### src/rtl/demux_pkg.sv
// Shared helpers for the registered 1-to-N stream demultiplexer.
// No logic of its own: constants, a state type and elaboration-time functions.
// Backpressure is handled in demux_stream and demux_chan_reg.
package demux_pkg;

    // Largest channel count any demux_stream instance may be built with.
    localparam int MAX_CHAN = 256;

    // Per-channel holding register state.
    typedef enum logic {
        CH_EMPTY = 1'b0,
        CH_FULL  = 1'b1
    } chan_state_e;

    // Ceiling log2, used at elaboration to check that the select can address every channel.
    function automatic int clog2(input int n);
        int r;
        r = 0;
        for (int i = 0; i < 31; i++) begin
            if ((1 << i) < n) begin
                r = i + 1;
            end
        end
        return r;
    endfunction

    // Bit offset of channel k inside the flattened output data bus.
    function automatic int chan_slice(input int k, input int data_w);
        return k * data_w;
    endfunction

endpackage

### src/rtl/demux_chan_reg.sv
// One-entry output register for a single demux channel (EMPTY/FULL).
// Latency: data loaded on a cycle is valid on the output the next cycle.
// Backpressure: free_o is high when empty or draining; load and drain may coincide.
module demux_chan_reg
    import demux_pkg::*;
#(
    parameter int DATA_W = 8
) (
    input  logic              clk,
    input  logic              rst,
    input  logic              load_i,
    input  logic [DATA_W-1:0] data_i,
    input  logic              ready_i,
    output logic              valid_o,
    output logic [DATA_W-1:0] data_o,
    output logic              free_o
);

    chan_state_e       state_q, state_d;
    logic [DATA_W-1:0] data_q, data_d;

    // State and payload registers; a reset discards any held beat.
    always_ff @(posedge clk) begin
        if (rst) begin
            state_q <= CH_EMPTY;
            data_q  <= '0;
        end else begin
            state_q <= state_d;
            data_q  <= data_d;
        end
    end

    // Next state: a load always wins (refill on drain keeps full throughput),
    // otherwise a drained entry empties; payload only changes on a load.
    always_comb begin
        state_d = state_q;
        data_d  = data_q;
        unique case (state_q)
            CH_EMPTY: begin
                if (load_i) begin
                    state_d = CH_FULL;
                    data_d  = data_i;
                end
            end
            CH_FULL: begin
                if (load_i) begin
                    data_d = data_i;
                end else if (ready_i) begin
                    state_d = CH_EMPTY;
                end
            end
            default: state_d = CH_EMPTY;
        endcase
    end

    assign valid_o = (state_q == CH_FULL);
    assign data_o  = data_q;
    assign free_o  = (state_q == CH_EMPTY) || ready_i;

endmodule

### src/rtl/demux_stream.sv
// Registered 1-to-N valid/ready stream demultiplexer with broadcast and out-of-range drop counting.
// Latency: 1 clock from input acceptance to out_valid on the target channel(s).
// Backpressure: in_ready follows the target channel's free state (all channels for broadcast); drops never stall.
module demux_stream
    import demux_pkg::*;
#(
    parameter int DATA_W = 8,
    parameter int SEL_W  = 3,
    parameter int N_OUT  = 8,
    parameter int CNT_W  = 8
) (
    input  logic                    clk,
    input  logic                    rst,
    input  logic                    in_valid,
    output logic                    in_ready,
    input  logic [DATA_W-1:0]       in_data,
    input  logic [SEL_W-1:0]        in_sel,
    input  logic                    in_bcast,
    output logic [N_OUT-1:0]        out_valid,
    input  logic [N_OUT-1:0]        out_ready,
    output logic [N_OUT*DATA_W-1:0] out_data,
    output logic [CNT_W-1:0]        drop_cnt
);

    if (N_OUT < 1 || clog2(N_OUT) > SEL_W || N_OUT > MAX_CHAN) begin : g_bad_n_out
        $error("demux_stream: N_OUT must be in 1..2**SEL_W");
    end

    localparam logic [SEL_W:0] N_OUT_L = (SEL_W + 1)'(N_OUT);

    logic [N_OUT-1:0] free;
    logic [N_OUT-1:0] sel_oh;
    logic [N_OUT-1:0] load;
    logic             range_ok;
    logic             accept;
    logic [CNT_W-1:0] drop_q, drop_d;

    assign range_ok = ({1'b0, in_sel} < N_OUT_L);

    // Binary-to-one-hot decode of the select; out-of-range selects decode to all zeros.
    always_comb begin
        sel_oh = '0;
        for (int k = 0; k < N_OUT; k++) begin
            sel_oh[k] = (in_sel == SEL_W'(k));
        end
    end

    // Input ready: all channels free for broadcast, target channel free otherwise,
    // and always ready for out-of-range beats since they are dropped. Independent of in_valid.
    always_comb begin
        in_ready = 1'b1;
        if (in_bcast) begin
            in_ready = &free;
        end else if (range_ok) begin
            in_ready = |(sel_oh & free);
        end
    end

    assign accept = in_valid && in_ready;
    assign load   = accept ? (in_bcast ? {N_OUT{1'b1}} : sel_oh) : '0;

    // Drop counter next value: saturating increment on each accepted out-of-range beat.
    always_comb begin
        drop_d = drop_q;
        if (accept && !in_bcast && !range_ok && (drop_q != {CNT_W{1'b1}})) begin
            drop_d = drop_q + 1'b1;
        end
    end

    // Drop counter register.
    always_ff @(posedge clk) begin
        if (rst) begin
            drop_q <= '0;
        end else begin
            drop_q <= drop_d;
        end
    end

    assign drop_cnt = drop_q;

    for (genvar k = 0; k < N_OUT; k++) begin : g_chan
        demux_chan_reg #(
            .DATA_W (DATA_W)
        ) u_chan (
            .clk     (clk),
            .rst     (rst),
            .load_i  (load[k]),
            .data_i  (in_data),
            .ready_i (out_ready[k]),
            .valid_o (out_valid[k]),
            .data_o  (out_data[chan_slice(k, DATA_W) +: DATA_W]),
            .free_o  (free[k])
        );
    end

endmodule
### config.mk
export PLATFORM = sky130hd
export DESIGN_NAME = demux_stream
export DESIGN_NICKNAME = d
export VERILOG_FILES = /design/src/rtl/demux_pkg.sv /design/src/rtl/demux_chan_reg.sv /design/src/rtl/demux_stream.sv
export SDC_FILE = /design/constraint.sdc
export NUM_CORES = 1
export LEC_CHECK = 0
export CORE_ASPECT_RATIO = 2
export CORE_UTILIZATION = 50
export DETAILED_ROUTE_END_ITERATION = 8
export PLACE_DENSITY = 0.86
export SYNTH_ARGS = -nofsm -noshare
export SYNTH_HDL_FRONTEND = slang
export SYNTH_SLANG_ARGS = --single-unit
### constraint.sdc
create_clock -name clk -period 4.8 [get_ports clk]
set_clock_uncertainty 0.15 [all_clocks]
set_input_delay 0.96 -clock clk [delete_from_list [all_inputs] [get_ports clk]]
set_output_delay 0.96 -clock clk [all_outputs]
set_load 0.01 [all_outputs]
**Yosys cells after proc, flatten, opt, wreduce, memory -nomap -nowiden**

Index checks and enable logic that the tools add are counted.

- Equality and inequality tests: 7
- Mux-type cells: 43
- Bitwise gates (word level): 9
- Reductions and logical operators: 12

Operators by type and width:

| cell | number |
|---|---|
| $mux 8 | 10 |
| $mux 1 | 25 |
| $pmux 1 s2 | 8 |
| $eq 3x3->1 const B | 4 |
| $and 8x8->8 | 1 |
| $logic_or 1x1->1 | 8 |
| $not 1->1 | 8 |
| $reduce_and 8->1 | 1 |
| $reduce_or 8->1 | 1 |
| $eq 3x2->1 const B | 2 |
| $eq 3x1->1 const B | 1 |
| $logic_not 3->1 | 1 |
| $logic_and 1x1->1 | 1 |

- Flip-flop bits (word level): 72

**Logic depth before layout (Yosys ltp)**

Gate-level depths: netlist of run 1.

- Word-level depth: 9
- Gate-level depth with buffers: 7
- Mapped depth without buffers: 5

**Hierarchy**

A second synthesis of run 1 with hierarchy kept.

- Cells, all modules: 273
- Area total of the unflattened synthesis: 2834.0 um^2

Modules (own cells, without submodules):

| module | times used | cells each | area an instance (um^2) |
|---|---|---|---|
| demux_chan_reg | 8 | 30 | 321.6 |
| demux_stream | 1 | 33 | 261.5 |

**Worst setup path before layout of run 1**

Ideal clock, no wire load.

- Path type: input to output
- Start: input port in_sel[0]
- End: output port in_ready
- Arrival: 2005 ps
- Data required time: 3690 ps
- Slack: 1685 ps
- Stages on the path: 5
- Path buffers: 0
- Cell sequence: or2_1 > o221a_4 > o211ai_4 > nor2_1 > nor2_1

- Longest elaborated chain between the ends: 4

Ends and longest elaborated chain:

| element | line | RTL |
|---|---|---|
| start: declaration | demux_stream.sv:17 | `input logic [SEL_W-1:0] in_sel,` |
| $eq 3x1->1 (tied with other cells) | demux_stream.sv:44 | `sel_oh[k] = (in_sel == SEL_W'(k));` |
| $and 8x8->8 (*) | demux_stream.sv:55 | `in_ready = \|(sel_oh & free);` |
| $reduce_or 8->1 (*) | demux_stream.sv:55 |  |
| $mux 1 (*) | demux_stream.sv:52 | `if (in_bcast) begin` |
| end: declaration | demux_stream.sv:15 | `output logic in_ready,` |

Every way passes the cells marked *; elsewhere a longest branch is shown, timed or not.

**Final worst setup path of run 1**

- Start: input port in_sel[2]
- End: output port in_ready

The elaborated chain is that of the path after synthesis.

==> results of run 1 <==
## tightest hold or removal path, delay by kind of cell, from the launching register on
family / cells / cell delay [ps]
AND/OR/NAND/NOR: 1 / 60
flip-flops: 1 / 300
multiplexers: 1 / 60
## power by group
part / total, mW / switching (mW) / internal [mW]
Sequential: 0.665 / 0.0229 / 0.642
Clock: 0.623 / 0.234 / 0.389
Combinational: 0.279 / 0.128 / 0.151
Total: 1.57 / 0.385 / 1.18
## cell families (layout without fill, tap and decap cells)
family	count (synthesis)	in the layout
AOI/OAI and AO/OA	22	22
other	1	8
DFF	72	72
buffers and inverters	43	112
and+or+nand+nor	101	101
muxes	64	64
## cell usage after synthesis (2+ instances only)
cell,n
nor3b_1,3
a31oi_2,7
clkbuf_1,8
mux2i_1,64
buf_1,8
dfxtp_1,72
buf_6,8
buf_2,2
and4_1,2
buf_4,16
nor2b_1,4
a22oi_1,2
nand2b_1,82
nor2_1,6
a21oi_1,7
## layout make-up
class	instances	share of cell area [%]
multi-input cells	195	35.17
repair buffers	95	22.03
clock buffers	13	6.294
flip-flops and latches	72	33.57
clock inverters	3	0.3497
well taps	86	2.506
inverters	1	0.08741
## sequential cells by signal (all words and copies together) (netlist names)
signal and count:
g_chan.u_chan.valid_o 8, g_chan.u_chan.data_o 64
## how the worst min path moves through the flow
| stage | startpoint | to | slack (ps) | cells after the start |
|---|---|---|---|---|
| final | g_chan[6].u_chan.data_o[6] | g_chan[6].u_chan.data_o[6] | 320 | 2 |
| after global placement | g_chan[0].u_chan.data_o[7] | g_chan[0].u_chan.data_o[7] | 310 | 2 |
| after floorplan | g_chan[3].u_chan.valid_o | g_chan[3].u_chan.valid_o | 300 | 2 |
| after detailed placement | g_chan[6].u_chan.data_o[5] | g_chan[6].u_chan.data_o[5] | 320 | 2 |
| after global routing | g_chan[7].u_chan.data_o[4] | g_chan[7].u_chan.data_o[4] | 340 | 2 |
| after CTS | g_chan[3].u_chan.data_o[0] | g_chan[3].u_chan.data_o[0] | 330 | 2 |
## metal layers
metal  global-route usage [%]  wire [um]
met5                        0          0
met3                    6.637        381
met1                    22.18       2746
met2                    41.76       4094
met4                    13.33        194
## through the flow
step                instance area (um^2)  utilization [%]  cells  worst slack (ps)  hold WS, ps
floorplan                           3236                -    310              1685        304.0
global placement                    4009            64.05    449             638.6        310.0
detailed placement                  4009            64.05    449             583.4        316.0
global route                        4294            68.61    465             438.4        343.5
CTS                                 4294            68.61    465             568.6        327.0
finish                              4294            68.61    465             576.5        320.6
==> impl_metrics.ini, run 1 <==
[run_status]
status = complete, no violations

[synthesis]
avgSynthCellArea_um2 = 10.59
synth_sequential_area_ratio_pct = 44.91
postSynthCellCount = 303
synth_adder_area_share_pct = 0
post_synth_xor_area_fraction_pct = 0
area_share_of_and_or_nand_nor_cells_after_synthesis_pct = 19.42
synth_warnings = 0
synth_top_flop_cell = dfxtp_1
share_of_the_synthesized_area_in_the_top_cell_type_pct = 44.91
ys_seq_elements = 72
post_synthesis_compound_gate_area_fraction_pct = 6.745
synth_enable_flop_cells = 0
yosys.area.top_type = dfxtp_1
synth_top_family_by_area = multiplexers
netlist_area_mm2 = 0.003209
synth_cell_type_count = 27
postSynth.asyncResetShare_pct = 0
ys_top_cells_by_area = dfxtp_1 (45%), mux2i_1 (20%), nand2b_1 (16%)
muxShareOfSynthArea_pct = 19.96

[timing]
layout_min_cycle_time_ps = 4224
totalNegativeSetupSlack_ps = 0
worst_pin_slew_ps = 992.6
headroom_to_the_max_slew_limit_pct = 33.83
drv_slew = 0
rsz0062_at_grt = no
fin_crit_sh_pct = 87.99
setup_viol_count_final = 0
clock.fmax_mhz = 236.8
hold_viol_final = 0

[clock_network]
clock_sink_count = 72
clockRootBuffer = clkbuf_16
clock_latency_ps = 330
tritoncts = yes
ctsResizeCount = 0
clk_pin_slew_ps = 50
cts_max_path_buffers = 2
cts_hold_buffers = 0
cts-buffers-inserted = 9
htree_num_levels = 3
cts_post_setup_buffers_inserted = 0

[worst_setup_path]
regToRegEndpoint = g_chan[0].u_chan.data_o[0]
critical_path_maximum_fanout = 10
worst_setup_path_end = in_ready
worst_setup_sp = in_sel[2]
reg2reg_setup_slack_ps = 2460
critical_path_cell_sequence = clkdlybuf4s50_1 -> inv_1 -> o221a_4 -> o211ai_4 -> nor2_1 -> nor2_1 -> clkdlybuf4s50_1
crit_cells = 7
cpMaxStageDelayCell = clkdlybuf4s50_1
worst-path-buf-inv = 3
cp-end-kind = output pin
worstReg2RegStart = g_chan[0].u_chan.valid_o
criticalPathCategory = primary input to output pin
worst_path_largest_cell_delay_ps = 720
critical_path.top_delay_family = buffers and inverters
worst-r2r-cell-count = 5
cp_data_required_time_ps = 3690
worstSetupStartpointType = primary input
cp.arrival_ps = 3110

[global_route]
overflow = 0
maximum_number_of_pins_on_one_net_before_global_route_repair = 81
vias_in_the_first_global_route = 2274
groute.usage.overall_pct = 22.95
grt_first_pass_wirelength_um = 11210
number_of_antenna_violations_at_the_first_check_in_global_routing = 0

[drt]
wl_cell_um = 15.95
detail-route-antenna-nets = 0
drtIter0Drc = 53
viasPerCell = 5.006
dr_total_vias = 2328
wl_um = 7416
route.detailed.drc = 0
firstDrtPassIters = 4

[floorplanning]
die_h_um = 115.3
floorplan.io_pins = 104
start_util_pct = 51.28
core_region_area_mm2 = 0.006259
die_width_um = 58.65
floorplan.die_area_mm2 = 0.006762
placementRows = 41

[finish]
layout.cells.most_common_list = clkdlybuf4s50_1 (94), nand2b_1 (82), dfxtp_1 (72), mux2i_1 (64), clkbuf_16 (9)
mostFrequentLayoutCell = clkdlybuf4s50_1
area_delta_synth_final_pct = 33.80
final-seq-area_mm2 = 0.001441
fillers = 514
final_layout_size_suffix_gt1_share_pct = 6.860
multi_input_logic_area_mm2 = 0.001510
antennaDiodeCount = 0
final_nets = 397

[place]
dp_hpwl_um = 5139
io_buffers = 95
placer_congestion_estimate = 0.7624

[pwr]
totalPowerFinal_mw = 1.567
irDropWorstVdd_mv = 0.2737
power.density_cell_area_mw_per_mm2 = 364.9
total_leakage_power_nw = 1.826

[job]
maxCapViolations = 0

[hold_path]
hp-class = register to register
Power figures use the tool's default switching activity.
==> inputs of run 2 (changes only) <==
--- a/config.mk
+++ b/config.mk
@@ -5,10 +5,10 @@
 export SDC_FILE = /design/constraint.sdc
 export NUM_CORES = 1
 export LEC_CHECK = 0
-export CORE_ASPECT_RATIO = 2
+export CORE_ASPECT_RATIO = 0.7
 export CORE_UTILIZATION = 50
 export DETAILED_ROUTE_END_ITERATION = 8
-export PLACE_DENSITY = 0.86
+export PLACE_DENSITY_LB_ADDON = 0.08
 export SYNTH_ARGS = -nofsm -noshare
 export SYNTH_HDL_FRONTEND = slang
 export SYNTH_SLANG_ARGS = --single-unit
==> impl_metrics.ini, run 2 (synthesized netlist as in run 1, its figures left out) <==
[clock_network]
clock_latency_ps = 330
cts_max_path_buffers = 2
tritoncts = yes
ctsResizeCount = 0
cts_hold_buffers = 0
cts_post_setup_buffers_inserted = 0
clk_pin_slew_ps = 70
cts-buffers-inserted = 9
clock_sink_count = 72
clockRootBuffer = clkbuf_8
htree_num_levels = 3

[timing]
totalNegativeSetupSlack_ps = 0
rsz0062_at_grt = no
fin_crit_sh_pct = 88.67
setup_viol_count_final = 0
hold_viol_final = 0
headroom_to_the_max_slew_limit_pct = 31.84
worst_pin_slew_ps = 1022
drv_slew = 0
layout_min_cycle_time_ps = 4256
clock.fmax_mhz = 234.9

[worst_setup_path]
worst_path_largest_cell_delay_ps = 700
cp-end-kind = output pin
cpMaxStageDelayCell = clkdlybuf4s50_1
worstSetupStartpointType = primary input
cp.arrival_ps = 3150
cp_data_required_time_ps = 3690
worst-path-buf-inv = 3
criticalPathCategory = primary input to output pin
critical_path.top_delay_family = buffers and inverters
critical_path_cell_sequence = clkdlybuf4s50_1 -> inv_1 -> o221a_4 -> o211ai_4 -> nor2_1 -> nor2_1 -> clkdlybuf4s50_1
critical_path_maximum_fanout = 10

[floorplanning]
floorplan.io_pins = 104
floorplan.die_area_mm2 = 0.006748
placementRows = 24
die_h_um = 69.03
start_util_pct = 51.63
core_region_area_mm2 = 0.006216
die_width_um = 97.76

[global_route]
number_of_antenna_violations_at_the_first_check_in_global_routing = 0
grt_first_pass_wirelength_um = 11790
overflow = 0
maximum_number_of_pins_on_one_net_before_global_route_repair = 81
vias_in_the_first_global_route = 2287
groute.usage.overall_pct = 22.60

[drt]
route.detailed.drc = 16
drtIter0Drc = 164
firstDrtPassIters = 6
wl_cell_um = 15.63
wl_um = 7127
viasPerCell = 4.974
dr_total_vias = 2268
detail-route-antenna-nets = 0

[pwr]
irDropWorstVdd_mv = 0.1868
power.density_cell_area_mw_per_mm2 = 329.1
total_leakage_power_nw = 1.768
totalPowerFinal_mw = 1.375

[place]
dp_hpwl_um = 4805
io_buffers = 95
placer_congestion_estimate = 0.8344

[hold_path]
hp-class = register to register

[finish]
layout.cells.most_common_list = clkdlybuf4s50_1 (94), nand2b_1 (82), dfxtp_1 (72), mux2i_1 (64), clkbuf_8 (11)
antennaDiodeCount = 0
largest_register_ff_count = 64
final_nets = 397
area_delta_synth_final_pct = 30.21
final_layout_size_suffix_gt1_share_pct = 6.878
mostFrequentLayoutCell = clkdlybuf4s50_1

[run_status]
status = finished, violations left
failed_checks = design-rule violations

[job]
maxCapViolations = 0
[run 2: changes by cell type in the layout (fill, tap and decap cells not counted)]
cell / delta
clkbuf_8: +8
clkinvlp_4: +2
inv_6: +1
clkbuf_16: -9
clkbuf_1: -1
clkinv_2: -2
[run 2: final cells by class]
cell class | instances | area (um^2)
Timing Repair Buffer | 95 | 945.9
Multi-Input combinational cell | 195 | 1510
Tap cell | 78 | 97.59
Fill cell | 522 | 2037
Inverter | 1 | 3.754
Clock buffer | 11 | 151.4
Clock inverter | 4 | 28.78
Sequential cell | 72 | 1441
[run 2: worst register-to-register path: cells and delay by family (launching register included)]
kind               cells  cell delay [ps]
AOI/OAI and AO/OA      3             1170
muxes                  1              270
and+or+nand+nor        1              320
DFF                    1              350
[run 2: report_power, final]
| part | internal [mW] | switching (mW) |
|---|---|---|
| combinational | 0.151 | 0.127 |
| sequential | 0.640 | 0.0230 |
| clock | 0.214 | 0.220 |
[run 2: metrics by stage]
step	utilization [%]	instance area (um^2)	hold slack (ps)	cells	worst slack (ps)
after floorplan	-	3236	304.0	310	1685
after global placement	64.33	3999	308.0	441	610.4
after detailed placement	64.33	3999	313.5	441	543.1
after CTS	67.23	4179	331.6	456	539.7
after global routing	67.23	4179	350.8	456	387.1
final	67.23	4179	322.1	456	543.7
[run 2: final timing paths]
path | end | slack, ps | from | cells after the start
min | g_chan[3].u_chan.data_o[0] | 320 | g_chan[3].u_chan.data_o[0] | 2
max | in_ready | 540 | in_sel[2] | 7
max reg2reg | g_chan[5].u_chan.data_o[1] | 2460 | g_chan[3].u_chan.valid_o | 5
min reg2reg | g_chan[3].u_chan.data_o[0] | 320 | g_chan[3].u_chan.data_o[0] | 2
[run 2: metal layers]
metal	GRT usage (%)	part of all wire (%)
met1	31.18	49
met3	7.911	7.4
met2	33.25	43
met4	6.566	0.35
met5	0	0
==> inputs of run 3 (changes only) <==
--- a/config.mk
+++ b/config.mk
@@ -8,6 +8,7 @@
 export CORE_ASPECT_RATIO = 0.7
 export CORE_UTILIZATION = 50
 export DETAILED_ROUTE_END_ITERATION = 8
+export GPL_TIMING_DRIVEN = 0
 export PLACE_DENSITY_LB_ADDON = 0.08
 export SYNTH_ARGS = -nofsm -noshare
 export SYNTH_HDL_FRONTEND = slang
==> impl_metrics.ini, run 3 (synthesized netlist as in run 1, its figures left out) <==
[run_status]
status = finished, violations left
failed_checks = design-rule violations

[clock_network]
tritoncts = yes
cts-buffers-inserted = 9
cts_max_path_buffers = 2
clk_pin_slew_ps = 70
clock_sink_count = 72
cts_post_setup_buffers_inserted = 0
cts_hold_buffers = 0
ctsResizeCount = 0
htree_num_levels = 3
clock_latency_ps = 330
clockRootBuffer = clkbuf_8

[drt]
wl_cell_um = 15.14
detail-route-antenna-nets = 0
firstDrtPassIters = 6
dr_total_vias = 2452
wl_um = 7523
route.detailed.drc = 16
drtIter0Drc = 82
viasPerCell = 4.934

[timing]
clock.fmax_mhz = 236.8
postLayoutSetupSlackWorst_ps = 577.1
fin_crit_sh_pct = 87.98
worst_pin_slew_ps = 559.7
layout_min_cycle_time_ps = 4223
hold_viol_final = 0
rsz0062_at_grt = no
totalNegativeSetupSlack_ps = 0
headroom_to_the_max_slew_limit_pct = 62.68
setup_viol_count_final = 0
drv_slew = 0

[finish]
final-seq-area_mm2 = 0.001441
mostFrequentLayoutCell = clkdlybuf4s50_1
fillers = 512
largest_register_ff_count = 64
layout.cells.most_common_list = clkdlybuf4s50_1 (94), nand2b_1 (82), dfxtp_1 (72), mux2i_1 (64), buf_4 (16)
final_layout_size_suffix_gt1_share_pct = 11.69
final_nets = 438
multi_input_logic_area_mm2 = 0.001510
area_delta_synth_final_pct = 38.28
antennaDiodeCount = 0

[floorplanning]
start_util_pct = 51.63
core_region_area_mm2 = 0.006216
die_width_um = 97.76
floorplan.io_pins = 104
floorplan.die_area_mm2 = 0.006748
placementRows = 24
die_h_um = 69.03

[global_route]
grt_first_pass_wirelength_um = 12400
overflow = 0
grt_use_met3_pct = 6.998
use_met2_pct = 36.25
number_of_antenna_violations_at_the_first_check_in_global_routing = 0
maximum_number_of_pins_on_one_net_before_global_route_repair = 12
groute.usage.overall_pct = 23.59
vias_in_the_first_global_route = 2460
gr-usage-met1_pct = 32.67
top_usage_layer = met2

[worst_setup_path]
worstSetupStartpointType = primary input
cp_data_required_time_ps = 3690
critical_path_maximum_fanout = 9
cp.arrival_ps = 3110
regToRegEndpoint = g_chan[0].u_chan.data_o[6]
worst_setup_path_end = in_ready
criticalPathCategory = primary input to output pin
worstReg2RegStart = g_chan[6].u_chan.valid_o
cp-end-kind = output pin
worst-r2r-cell-count = 7
reg2reg_setup_slack_ps = 2760
worst_setup_sp = in_sel[0]

[place]
placer_congestion_estimate = 0.8450
dp_hpwl_um = 5370
preCtsSetupSlack_ps = 595.1
io_buffers = 94

[pwr]
total_leakage_power_nw = 1.925
irDropWorstVdd_mv = 0.1874
power.density_cell_area_mw_per_mm2 = 312.4
totalPowerFinal_mw = 1.386

[job]
maxCapViolations = 0

[hold_path]
hp-class = register to register
[run 3: worst min-delay path by stage]
| stage | startpoint | endpoint | slack, ps | depth (start not counted) |
|---|---|---|---|---|
| after floorplan | g_chan[3].u_chan.valid_o | g_chan[3].u_chan.valid_o | 300 | 2 |
| after global placement | g_chan[0].u_chan.data_o[5] | g_chan[0].u_chan.data_o[5] | 310 | 2 |
| after detailed placement | g_chan[3].u_chan.data_o[6] | g_chan[3].u_chan.data_o[6] | 320 | 2 |
| after CTS | g_chan[0].u_chan.data_o[1] | g_chan[0].u_chan.data_o[1] | 330 | 2 |
| after global routing | g_chan[4].u_chan.data_o[3] | g_chan[4].u_chan.data_o[3] | 350 | 2 |
| final | g_chan[6].u_chan.valid_o | g_chan[6].u_chan.valid_o | 330 | 2 |
[run 3: worst max-delay path, cell delays in order]
cell             delay, ps
clkdlybuf4s50_1        520
or2_1                  300
o221a_4                260
o211ai_4               370
nor2_1                  70
nor2_1                 100
clkdlybuf4s50_1        540
[run 3: routing by layer]
metal  share of wire, %  routed length, um
met5                  0                  0
met4               0.68                 51
met3                5.7                427
met2                 44               3324
met1                 49               3720
[run 3: power breakdown]
| part | internal (mW) | switching, mW |
|---|---|---|
| registers | 0.641 | 0.0242 |
| clock network | 0.199 | 0.213 |
| logic | 0.175 | 0.136 |
| total | 1.01 | 0.373 |
[run 3: area by class of cell]
class                      count  area share [%]
inverter                       1         0.08458
timing repair buffer          94           21.20
multi-input combinational    195           34.03
tap                           78           2.199
buffer                        42           6.315
clock buffer                  12           3.270
clock inverter                 3          0.4229
sequential                    72           32.48
[run 3: metrics by stage]
stage	cells	instance area, um^2	hold WS (ps)	utilization [%]
floorplan	310	3236	304.0	-
global placement	482	4274	309.7	68.76
detailed placement	482	4274	315.4	68.76
CTS	497	4438	332.1	71.40
global route	497	4438	348.8	71.40
finish	497	4438	331.1	71.40
